`config.mk`:
```
export PLATFORM = sky130hd
export DESIGN_NAME = frontend_pipe_ctrl
export DESIGN_NICKNAME = d
export VERILOG_FILES = /design/src/rtl/frontend_pipe_ctrl_pkg.sv /design/src/rtl/frontend_pipe_ctrl_fe_stall_watchdog.sv /design/src/rtl/frontend_pipe_ctrl.sv
export SDC_FILE = /design/constraint.sdc
export NUM_CORES = 1
export LEC_CHECK = 0
export ABC_AREA = 1
export CAP_MARGIN = 10
export CORE_UTILIZATION = 34
export CTS_CLUSTER_DIAMETER = 30
export DETAILED_ROUTE_END_ITERATION = 8
export GPL_TIMING_DRIVEN = 1
export PLACE_DENSITY_LB_ADDON = 0.3
export RECOVER_POWER = 25
export SLEW_MARGIN = 20
export SYNTH_ARGS = -nofsm -noshare
export SYNTH_HDL_FRONTEND = slang
export SYNTH_SLANG_ARGS = --single-unit
```
`constraint.sdc`:
```
create_clock -name Clk -period 1.3 [get_ports Clk]
set_input_delay 0.195 -clock Clk [delete_from_list [all_inputs] [get_ports Clk]]
set_output_delay 0.195 -clock Clk [all_outputs]
set_load 0.01 [all_outputs]
```
`src/rtl/frontend_pipe_ctrl_pkg.sv`:
```
// Shared state encoding and default parameters for the front-end stop/flush controller.
package frontend_pipe_ctrl_pkg;

  typedef enum logic [1:0] {
    FE_CTRL_RUN     = 2'd0,
    FE_CTRL_TRAP    = 2'd1,
    FE_CTRL_RECOVER = 2'd2
  } feCtrlState_e;

  localparam int FE_CTRL_NUM_STAGES    = 6;
  localparam int FE_CTRL_RECOVER_CYC   = 1;
  localparam int FE_CTRL_STALL_TIMEOUT = 1024;

endpackage

```
`src/rtl/frontend_pipe_ctrl_fe_stall_watchdog.sv`:
```
// Stall watchdog: counts consecutive stage-0 stop cycles in RUN, sets a sticky timeout.
module fe_stall_watchdog
  import frontend_pipe_ctrl_pkg::*;
#(
  parameter int STALL_TIMEOUT = FE_CTRL_STALL_TIMEOUT
) (
  input  logic Clk,
  input  logic Rest,
  input  logic stop0,
  input  logic inRun,
  input  logic clear,
  output logic stallTimeout
);

  localparam int WD_W = $clog2(STALL_TIMEOUT + 1);
  localparam logic [WD_W-1:0] WD_LIMIT = WD_W'(STALL_TIMEOUT);

  logic [WD_W-1:0] wdCnt;

  always_ff @(posedge Clk or negedge Rest) begin
    if (!Rest) begin
      wdCnt        <= '0;
      stallTimeout <= 1'b0;
    end else if (clear) begin
      wdCnt        <= '0;
      stallTimeout <= 1'b0;
    end else begin
      // Timeout is registered off the counter, so it lands one cycle after the limit is reached.
      stallTimeout <= stallTimeout | (wdCnt == WD_LIMIT);
      if (!stop0)
        wdCnt <= '0;
      else if (inRun && (wdCnt != WD_LIMIT))
        wdCnt <= wdCnt + 1'b1;
    end
  end

endmodule

```
`src/rtl/frontend_pipe_ctrl.sv`:
```
// Front-end stop/flush controller with trap-hold FSM, recovery bubbles and stall watchdog.
// Optional perf counters are enabled by defining FE_CTRL_PERF_EN.
module frontend_pipe_ctrl
  import frontend_pipe_ctrl_pkg::*;
#(
  parameter int NUM_STAGES    = FE_CTRL_NUM_STAGES,
  parameter int RECOVER_CYC   = FE_CTRL_RECOVER_CYC,
  parameter int STALL_TIMEOUT = FE_CTRL_STALL_TIMEOUT
) (
  input  logic                  Clk,
  input  logic                  Rest,
  input  logic                  ROBredir,
  input  logic [NUM_STAGES-1:0] StallReq,
  input  logic [NUM_STAGES-1:0] FlushReq,
  input  logic                  TrapReq,
  output logic [NUM_STAGES-1:0] StageStop,
  output logic [NUM_STAGES-1:0] StageFlush,
  output logic                  TrapActive,
  output logic                  StallTimeout,
  output logic [31:0]           PerfStallCnt,
  output logic [31:0]           PerfFlushCnt
);

  localparam int REC_W = (RECOVER_CYC > 1) ? $clog2(RECOVER_CYC) : 1;
  localparam logic [REC_W-1:0] REC_LAST = REC_W'((RECOVER_CYC > 0) ? RECOVER_CYC - 1 : 0);

  feCtrlState_e     state, stateNxt;
  logic [REC_W-1:0] recCnt, recCntNxt;
  logic             trapStop;
  logic             inRecover;

  always_ff @(posedge Clk or negedge Rest) begin
    if (!Rest) begin
      state  <= FE_CTRL_RUN;
      recCnt <= '0;
    end else begin
      state  <= stateNxt;
      recCnt <= recCntNxt;
    end
  end

  // A redirect always wins over a trap and (re)starts the recovery bubble.
  always_comb begin
    stateNxt  = state;
    recCntNxt = recCnt;
    if (ROBredir) begin
      stateNxt  = (RECOVER_CYC > 0) ? FE_CTRL_RECOVER : FE_CTRL_RUN;
      recCntNxt = '0;
    end else begin
      unique case (state)
        FE_CTRL_RUN: begin
          if (TrapReq) stateNxt = FE_CTRL_TRAP;
        end
        FE_CTRL_TRAP: ;
        FE_CTRL_RECOVER: begin
          if (recCnt == REC_LAST) begin
            stateNxt  = FE_CTRL_RUN;
            recCntNxt = '0;
          end else begin
            recCntNxt = recCnt + 1'b1;
          end
        end
        default: stateNxt = FE_CTRL_RUN;
      endcase
    end
  end

  assign trapStop   = (TrapReq | (state == FE_CTRL_TRAP)) & ~ROBredir;
  assign inRecover  = (state == FE_CTRL_RECOVER);
  assign TrapActive = (state == FE_CTRL_TRAP);

  // Stage j is killed by a flush from any older stage; flush suppresses stop.
  for (genvar j = 0; j < NUM_STAGES; j++) begin : gStage
    logic rawStop;
    if (j == NUM_STAGES - 1) begin : gOldest
      assign StageFlush[j] = ROBredir;
    end else begin : gYounger
      assign StageFlush[j] = ROBredir | (|FlushReq[NUM_STAGES-1:j+1]);
    end
    assign rawStop      = (|StallReq[NUM_STAGES-1:j]) | trapStop | ((j == 0) && inRecover);
    assign StageStop[j] = rawStop & ~StageFlush[j];
  end

  fe_stall_watchdog #(
    .STALL_TIMEOUT(STALL_TIMEOUT)
  ) uWatchdog (
    .Clk          (Clk),
    .Rest         (Rest),
    .stop0        (StageStop[0]),
    .inRun        (state == FE_CTRL_RUN),
    .clear        (ROBredir),
    .stallTimeout (StallTimeout)
  );

`ifdef FE_CTRL_PERF_EN
  logic [31:0] perfStall, perfFlush;

  always_ff @(posedge Clk or negedge Rest) begin
    if (!Rest) begin
      perfStall <= '0;
      perfFlush <= '0;
    end else begin
      if (StageStop[0] && (perfStall != '1)) perfStall <= perfStall + 1'b1;
      if ((|StageFlush) && (perfFlush != '1)) perfFlush <= perfFlush + 1'b1;
    end
  end

  assign PerfStallCnt = perfStall;
  assign PerfFlushCnt = perfFlush;
`else
  assign PerfStallCnt = '0;
  assign PerfFlushCnt = '0;
`endif

endmodule
```
# Word-level counts from Yosys, hierarchy flattened
# Cells that the tools add are included.
[word_totals] word_cells=65 inputBits=16 ff_bits=15 out_inout_bits=78
[classes] n_reduce_logical=13 n_addsub=2 n_eq_ne=8 bitwise=27 mux=11
[ops] operator="$mux W11" n=3
[ops] operator="$or A1 B1 Y1" n=14
[ops] operator="$add A11 B1 Y11 const B" n=1
[ops] operator="$eq A11 B11 Y1 const B" n=1
[ops] operator="$ne A11 B11 Y1 const B" n=1
[ops] operator="$reduce_or A5 Y1" n=2
[ops] operator="$ne A3 B3 Y1 const B" n=3
[ops] operator="$reduce_or A4 Y1" n=2
[ops] operator="$and A1 B1 Y1" n=7
[ops] operator="$mux W2" n=3
[ops] operator="$not A1 Y1" n=6
[ops] operator="$pmux W2 S3" n=1
[ops] operator="$reduce_or A3 Y1" n=2
[ops] operator="$reduce_or A6 Y1" n=1
[ops] operator="$mux W1" n=4
[ops] operator="$reduce_or A2 Y1" n=2
[ops] operator="$reduce_and A3 Y1" n=1
[ops] operator="$eq A2 B1 Y1 const B" n=1
[ops] operator="$eq A2 B2 Y1 const B" n=1
[ops] operator="$logic_not A2 Y1" n=1
[ops] operator="$ne A2 B2 Y1 const B" n=1
[ops] operator="$reduce_bool A2 Y1" n=1
[ops] operator="$add A1 B1 Y1 const B" n=1
[ops] operator="$logic_and A1 B1 Y1" n=1

# Longest topological paths before layout
# Gate-level depths: netlist (run 1).
[depth] depth_word=8 ltp_mapped=10

# Hierarchy
# From an unflattened synthesis (run 1), not the netlist that was laid out.
[hier_totals] hier_cells=219 hier_area_um2=1549.0
[modules_own_cells] mod="fe_stall_watchdog" cells_each=106 area_per_inst_um2=803.3 instances=1 seq_area_each_um2=300.3
[modules_own_cells] mod="frontend_pipe_ctrl" cells_each=113 area_per_inst_um2=745.7 instances=1 seq_area_each_um2=50.0

# Least setup slack after synthesis (run 1)
# OpenSTA, ideal clock, no wires.
[synth_timing] path_kind="register to output" startpoint="register state[1]" endpoint="output port StageStop[0]" required_time_ns=1.105 path_stages_with_launch=10 arrival_time_ns=1.088 setup_slack_ns=0.017 cell_sequence="dfrtp_1 -> inv_1 -> nand2_1 -> nand2_1 -> nand2_2 -> nand3_1 -> nand2_2 -> inv_4 -> buf_6 -> buf_4"
[synth_between] elab_chain_cells=6 elab_cells_between_ends=7
[synth_rtl] element="start, declared" line_no="frontend_pipe_ctrl.sv:27" rtl="feCtrlState_e state, stateNxt;"
[synth_rtl] element="start signal, assigned" line_no="frontend_pipe_ctrl.sv:37" rtl="state <= stateNxt;"
[synth_rtl] element="$eq A2 B1 Y1" line_no="frontend_pipe_ctrl.sv:68" rtl="assign trapStop = (TrapReq | (state == FE_CTRL_TRAP)) & ~ROBredir;"
[synth_rtl] element="$or A1 B1 Y1" line_no="frontend_pipe_ctrl.sv:68"
[synth_rtl] element="$and A1 B1 Y1" line_no="frontend_pipe_ctrl.sv:68"
[synth_rtl] element="$or A1 B1 Y1" line_no="frontend_pipe_ctrl.sv:80" rtl="assign rawStop = (|StallReq[NUM_STAGES-1:j]) | trapStop | ((j == 0) && inRecover);"
[synth_rtl] element="$or A1 B1 Y1 *" line_no="frontend_pipe_ctrl.sv:80"
[synth_rtl] element="$and A1 B1 Y1 *" line_no="frontend_pipe_ctrl.sv:81" rtl="assign StageStop[j] = rawStop & ~StageFlush[j];"
[synth_rtl] element="end, declared" line_no="frontend_pipe_ctrl.sv:16" rtl="output logic [NUM_STAGES-1:0] StageStop,"
# Every way passes the cells marked *; elsewhere a longest branch is shown, timed or not.

# Worst setup path after layout (run 1)
[layout_timing] startpoint="input port StallReq[4]" endpoint="output port StageStop[0]"
[layout_between] elab_chain_cells=4
[layout_rtl] element="start, declared" line_no="frontend_pipe_ctrl.sv:13" rtl="input logic [NUM_STAGES-1:0] StallReq,"
[layout_rtl] element="$reduce_or A6 Y1" line_no="frontend_pipe_ctrl.sv:80"
[layout_rtl] element="$or A1 B1 Y1 (2 in a row)" line_no="frontend_pipe_ctrl.sv:80"
[layout_rtl] element="$and A1 B1 Y1" line_no="frontend_pipe_ctrl.sv:81"
# No other way between the ends.

==> summary.md, run 1 <==
### Synth
- **warning count from the yosys run** 0
- **post-synthesis instance total** 219
- **fraction of the mapped netlist area in compound gates** 1.81%
- **leading post-synthesis cells by cell area** sky130_fd_sc_hd__buf_4 (33%), sky130_fd_sc_hd__dfrtp_1 (23%), sky130_fd_sc_hd__nand2_1 (9.1%), sky130_fd_sc_hd__nand3_1 (7.2%), sky130_fd_sc_hd__nor2_1 (5.9%)
- **arithmetic-cell share of the synthesized area counting full adders, half adders and majority gates** 1.64%
- **flops & latches, synth** 14
- **multiplexer fraction of the synthesized cell area** 0%
- **Post-Syn Area per Cell** 6.95 sq um
- **sequential cell area fraction in the yosys report** 23.0%
- **cell type with the highest aggregate area in the netlist** sky130_fd_sc_hd__buf_4
- **share of Yosys cell area claimed by the top area cell type** 33.0%
- **post-synthesis instance area** 1520 sq um
- **xor/xnor cell area share of the yosys netlist** 2.88%
- **simple-gate share of the synthesized area** 30.1%
- **largest family of logic cells by synthesized area** buffers and inverters
- **synth unique cells** 26

### Layout
- **area of combinational cells with multiple inputs** 1010 sq um
- **Post-Layout Inst Area** 2110 sq um
- **core occupancy in the finished layout** 51.0%
- **register area** 350 sq um
- **leading cell types in the layout, fill and taps excluded** sky130_fd_sc_hd__conb_1 (64), sky130_fd_sc_hd__buf_4 (34), sky130_fd_sc_hd__nand2_1 (30)
- **share of layout cells above drive strength 1** 36.0%
- **area added between synthesis and finish** 38.7%
- **Fill cells** 403
- **most common library cell in the layout ignoring fill and taps** sky130_fd_sc_hd__conb_1
- **Antenna Diode Count** 0
- **post-layout net count** 303

### CTS
- **clock latency of the later-clocked register in the worst-skew pair** 0.25 ns
- **Inserted Clock Buffers** 3
- **TritonCTS clock tree** done
- **clock sink total** 14
- **root buffer selected by CTS** sky130_fd_sc_hd__clkbuf_8
- **clock-pin slew on the worst setup and hold paths** 0.05 ns
- **CTS H-Tree Depth** 1
- **Max Root-Sink Buffers** 2

### Placed design
- **routability-driven placement congestion ratio** 0.839
- **I/O Buffers** 28
- **instance area after placement** 1800 sq um
- **Post-DP HPWL** 2.37 mm

### STA
- **Clock Skews** 0.00338 ns
- **final setup violation count** 18
- **Worst Tran Pin Value** 0.760 ns
- **post-route worst hold slack** 0.360 ns
- **post-layout worst setup margin** -0.190 ns
- **Slew Viols, Final** 0
- **final hold viol count** 0
- **highest achievable clock rate** 671 MHz
- **Slew headroom** 49.3%
- **Setup Total Neg Slack** -1.86 ns
- **RSZ-0062 raised after global routing** true
- **final critical path time including I/O delays and setup** 1.49 ns
- **share of the clock period used by the worst path after layout** 115%

### Die
- **effective utilization at floorplan** 36.7%
- **area of the die** 4750 sq um
- **count of standard-cell rows** 23
- **standard cell core area** 4140 sq um
- **die outline height** 68.9 um
- **Top Ports** 94
- **x dimension of the die** 68.9 um

### Run status
- **status** complete, but fails checks
- **violations in the final reports** negative setup slack

### Power and ir drop
- **peak supply drop** 0.558 mV
- **leakage** 1.17 nW
- **pwr dens** 521 nW/um^2

### GRT
- **antenna violations before repair** 0
- **pin count of the biggest net entering global routing** 17
- **via count of the first global-routing pass** 1203
- **global-route wire length before repair** 5.30 mm
- **All-Layer GR Usage** 14.9%
- **final global-route overflow total** 0

### Detailed routing
- **remaining number of nets flagged by the antenna check after routing** 0
- **mean routed wirelength per cell** 9.70 um
- **post-detailed-routing wire length** 3.23 mm
- **DRC violations left** 0
- **number of vias after detailed routing** 1324
- **length of the first detailed-routing pass in iterations** 4
- **drt via density** 3.98
- **number of design-rule violations left by the first detailed-router iteration** 32

### Setup path
- **capturing element type of the critical path** output port
- **crit path kind** in -> out
- **Worst Path Required** 1.11 ns
- **Arr. time, crit path** 1.29 ns
- **Worst Setup Start Kind** primary input
- **worst-path maximum fanout** 3

### Flow run
- **count of maximum capacitance violations** 0

### Min path
- **hold crit path type** in -> reg

-- stage by stage --
step                cells  worst slack, ns  power (mW)
floorplan             282           0.0170       0.733
global placement      320           -0.638       0.715
detailed placement    320           -0.668       0.717
CTS                   331           -0.255        1.08
global route          333           -0.269        1.16
finish                333           -0.190        1.10
-- where the power goes --
group / switching, mW / internal (mW)
logic: 0.187 / 0.113
clock network: 0.153 / 0.205
registers: 0.00245 / 0.439
-- registers in the layout, summed over array words and instances, names as in the netlist --
| signal | cells |
|---|---|
| uWatchdog.stallTimeout | 1 |
| uWatchdog.wdCnt | 11 |
| state | 2 |
-- kinds of logic (layout without fill, tap and decap cells) --
logic type	Yosys count	count (layout)
other cells	1	64
simple gates	100	100
fa+ha+maj	2	2
buf+inv	92	93
xor+xnor	5	5
compound gates	5	5
flops	14	14
-- critical path, stage by stage --
cell and delay, ns:
sky130_fd_sc_hd__clkdlybuf4s50_1 0.45, sky130_fd_sc_hd__nor2_4 0.15, sky130_fd_sc_hd__and2_1 0.14, sky130_fd_sc_hd__nand3_1 0.09, sky130_fd_sc_hd__nand2_2 0.10, sky130_fd_sc_hd__inv_4 0.05, sky130_fd_sc_hd__buf_6 0.11
-- cell usage after synthesis, drive strengths merged --
| cell type | n |
|---|---|
| o21ai | 2 |
| ha | 2 |
| nor2 | 30 |
| nand2 | 39 |
| o21a | 1 |
| inv | 22 |
| dfrtp | 14 |
| clkbuf | 1 |
| and2 | 1 |
| nor3 | 3 |
| xnor2 | 2 |
| or2 | 2 |
| buf | 69 |
| nand3 | 23 |
| xor2 | 3 |
| a21oi | 2 |
| nand4 | 2 |
| conb | 1 |
-- what timing repair did --
item	4_1_cts	5_1_grt
hold buffers	0	0
resized for setup	91	23
pin swaps	22	22
endpoints found under the setup margin	25	21
buffers inserted	8	4
-- layer usage --
layer	part of all wire, %	vias up	global-route usage, %
met5	0	-	0
met4	0.46	0	4.85
met3	3.8	3	2.63
met2	54	44	27.2
met1	42	603	17.3
li1	-	674	-
-- path summary, 6_finish.rpt --
kind | from | to | slack [ns] | depth (start not counted)
worst min-delay path | ROBredir | state[1] | 0.36 | 2
min in group asynchronous | Rest | uWatchdog.wdCnt[5] | 0.52 | 2
max in group asynchronous | Rest | uWatchdog.wdCnt[1] | 0.30 | 2
worst min register to register | uWatchdog.stallTimeout | uWatchdog.stallTimeout | 0.52 | 2
worst max register to register | uWatchdog.wdCnt[0] | uWatchdog.wdCnt[9] | -0.10 | 9
worst max-delay path | StallReq[4] | StageStop[0] | -0.19 | 7
-- cell type report --
| cell class | count | area share (%) |
|---|---|---|
| Clock buffer | 3 | 1.95 |
| Timing Repair Buffer | 68 | 26.6 |
| Inverter | 22 | 4.03 |
| Sequential cell | 14 | 16.6 |
| Tap cell | 50 | 2.96 |
| Multi-Input combinational cell | 176 | 47.9 |
(Power assumes the default switching activity.)
==> run 2, diff against run 1 <==
==> constraint.sdc (replaced) <==
create_clock -name Clk -period 1.3 [get_ports Clk]
set_input_delay 0.195 -clock Clk [delete_from_list [all_inputs] [get_ports Clk]]
set_output_delay 0.195 -clock Clk [all_outputs]
set_load 0.005 [all_outputs]
==> run 2 against run 1 <==
Effect of this change: the run still ends with negative setup slack left; sequential power is essentially flat; combinational power shrank 12%; core utilization is essentially flat; via count grew 2.0%; highest routed layer unchanged; hold slack gained 0.045 ns; sequential cell count is the same; non-clock buffer count grew 3; die area is the same; critical path depth grew 1; global-route usage grew 0.69 points; final cell count grew 0.90%; clock power is essentially flat.
==> summary.md, run 2 (synthesis results as in run 1) <==
### Run status
- **status** complete, but fails checks
- **violations in the final reports** negative setup slack

### Die
- **count of standard-cell rows** 23, unchanged
- **x dimension of the die** 68.9 um, unchanged
- **area of the die** 4750 sq um, unchanged
- **Top Ports** 94, unchanged
- **effective utilization at floorplan** 36.7%, unchanged
- **standard cell core area** 4140 sq um, unchanged
- **die outline height** 68.9 um, unchanged

### STA
- **Slew Viols, Final** 0, unchanged
- **RSZ-0062 raised after global routing** true
- **Clock Skews** 0.00604 ns, +0.00266 ns
- **post-route worst hold slack** 0.405 ns, +0.0446 ns
- **final critical path time including I/O delays and setup** 1.49 ns, +0.000396 ns
- **final setup violation count** 19, +1
- **share of the clock period used by the worst path after layout** 115%, about the same
- **highest achievable clock rate** 671 MHz, about the same
- **post-layout worst setup margin** -0.190 ns, -0.000396 ns
- **Slew headroom** 48.3%, -1.0 points
- **Worst Tran Pin Value** 0.775 ns, +0.0151 ns
- **final hold viol count** 0, unchanged

### Detailed routing
- **mean routed wirelength per cell** 10.2 um, +5.0%
- **remaining number of nets flagged by the antenna check after routing** 0, unchanged
- **drt via density** 4.02, +1.1%
- **post-detailed-routing wire length** 3.42 mm, +5.9%
- **number of design-rule violations left by the first detailed-router iteration** 45, +41%
- **number of vias after detailed routing** 1350, +2.0%
- **DRC violations left** 0, unchanged
- **length of the first detailed-routing pass in iterations** 4, unchanged

### GRT
- **antenna violations before repair** 0, unchanged
- **final global-route overflow total** 0, unchanged
- **global-route wire length before repair** 5.41 mm, +2.1%
- **via count of the first global-routing pass** 1233, +2.5%
- **All-Layer GR Usage** 15.6%, +0.69 points
- **pin count of the biggest net entering global routing** 17, unchanged

### Setup path
- **setup slack of the worst register-to-register path** -0.09 ns, about the same
- **endpoint of the most critical register-to-register path** uWatchdog.wdCnt[1]
- **worst-path maximum fanout** 3, unchanged
- **critical register-to-register path startpoint** uWatchdog.wdCnt[8]
- **capturing element type of the critical path** output port
- **Worst Path Required** 1.11 ns, about the same
- **crit path kind** reg -> out
- **number of cell instances on the worst register-to-register path** 8, -1
- **Worst Setup Start Kind** flop
- **Arr. time, crit path** 1.30 ns, about the same

### Power and ir drop
- **peak supply drop** 0.428 mV, -23%
- **proportion of power drawn by flip-flops and latches** 41.6%, +1.4 points
- **switching share of power** 28.4%, -2.7 points
- **pwr dens** 504 nW/um^2, -3.2%
- **leakage** 1.17 nW, +0.42%
- **internal power** 762 uW, +0.59%
- **power share of the combinational group** 24.8%, -2.5 points
- **switching power** 302 uW, -12%
- **Clock power frac** 33.7%, +1.2 points

### Placed design
- **placed insts** 320, unchanged
- **routability-driven placement congestion ratio** 0.841, +0.25%
- **I/O Buffers** 28, unchanged
- **Post-DP HPWL** 2.33 mm, -1.7%

### Min path
- **hold crit path type** in -> reg
- **Hold Crit Start** ROBredir
- **endpoint with the worst hold slack** state[1]
- **worst hold path stage count** 2, unchanged

### Layout
- **leading cell types in the layout, fill and taps excluded** sky130_fd_sc_hd__conb_1 (64), sky130_fd_sc_hd__buf_4 (33), sky130_fd_sc_hd__nand2_1 (31)
- **largest register by flop count** uWatchdog.wdCnt
- **most common library cell in the layout ignoring fill and taps** sky130_fd_sc_hd__conb_1
- **area added between synthesis and finish** 38.6%, about the same
- **Fill cells** 396, -1.7%
- **post-layout net count** 306, +0.99%
- **flip-flop count of the largest register, all copies and words added** 11, unchanged
- **Final Instance Count excl. Fillers** 336, +0.90%
- **registers with the most flip-flops** uWatchdog.wdCnt x11, state x2, uWatchdog.stallTimeout x1
- **register area** 350 sq um, unchanged
- **area of combinational cells with multiple inputs** 996 sq um, -1.5%
- **Antenna Diode Count** 0, unchanged
- **share of layout cells above drive strength 1** 37.8%, +1.7 points

### CTS
- **clock latency of the later-clocked register in the worst-skew pair** 0.25 ns, about the same
- **TritonCTS clock tree** done
- **Post-CTS Hold Buffers** 0, unchanged
- **clock-pin slew on the worst setup and hold paths** 0.05 ns, about the same
- **root buffer selected by CTS** sky130_fd_sc_hd__clkbuf_8
- **CTS H-Tree Depth** 1, unchanged
- **clock sink total** 14, unchanged
- **Max Root-Sink Buffers** 2, unchanged
- **Inserted Clock Buffers** 3, unchanged

### Flow run
- **count of maximum capacitance violations** 0, unchanged

run 2: how the worst max path moves through the flow:
stage | from | depth (start not counted) | end
6_report | state[1] | 8 | StageStop[1]
5_1_grt | state[1] | 8 | StageStop[1]
4_1_cts | state[1] | 8 | StageStop[1]
3_5_place_dp | ROBredir | 6 | StageStop[2]
3_3_place_gp | StallReq[5] | 6 | StageStop[1]
2_1_floorplan | state[1] | 9 | StageStop[0]
run 2: worst max-delay path: stages, from the launching register on:
cell and delay [ns]:
sky130_fd_sc_hd__dfrtp_1 0.36, sky130_fd_sc_hd__inv_2 0.05, sky130_fd_sc_hd__nand2_2 0.09, sky130_fd_sc_hd__nand2_4 0.07, sky130_fd_sc_hd__nand2_4 0.09, sky130_fd_sc_hd__nand2_4 0.06, sky130_fd_sc_hd__nor3_4 0.12, sky130_fd_sc_hd__a21oi_1 0.08
sky130_fd_sc_hd__buf_2 0.13
run 2: metal layers:
metal	up-vias	global-route usage [%]	wire length, um
met4	0	5.87	33
li1	678	-	-
met3	6	3.45	167
met2	54	27.4	1870
met5	-	0	0
met1	612	18.2	1350
run 2: power by group through the flow:
stage	registers [mW]	logic, mW	clock network [mW]
2_1_floorplan	0.449	0.235	0
3_3_place_gp	0.448	0.222	0
3_5_place_dp	0.449	0.222	0
4_1_cts	0.442	0.255	0.374
5_1_grt	0.442	0.301	0.392
6_report	0.442	0.263	0.358
run 2: cell type report:
type                       count  share of cell area, %
multi-input combinational    176                   47.2
timing repair buffer          71                   27.3
sequential                    14                   16.6
inverter                      22                   4.03
tap                           50                   2.96
clock buffer                   3                   1.96
run 2: through the flow:
step	total power, mW	setup slack [ns]	area, sq um	util (%)	setup TNS (ns)
floorplan	0.684	0.0280	1760	-	0
global placement	0.670	-0.610	1800	43.4	-9.58
detailed placement	0.671	-0.632	1800	43.4	-9.80
CTS	1.07	-0.239	2080	50.1	-1.78
global route	1.13	-0.264	2110	50.9	-3.37
finish	1.06	-0.190	2110	50.9	-1.75
run 2: timing repair:
item / 4_1_cts / 5_1_grt
pin swaps: 28 / 14
gates resized for setup: 99 / 18
buffers inserted: 13 / 2
hold endpoints to repair: 0 / 0
endpoints found under the setup margin: 25 / 23
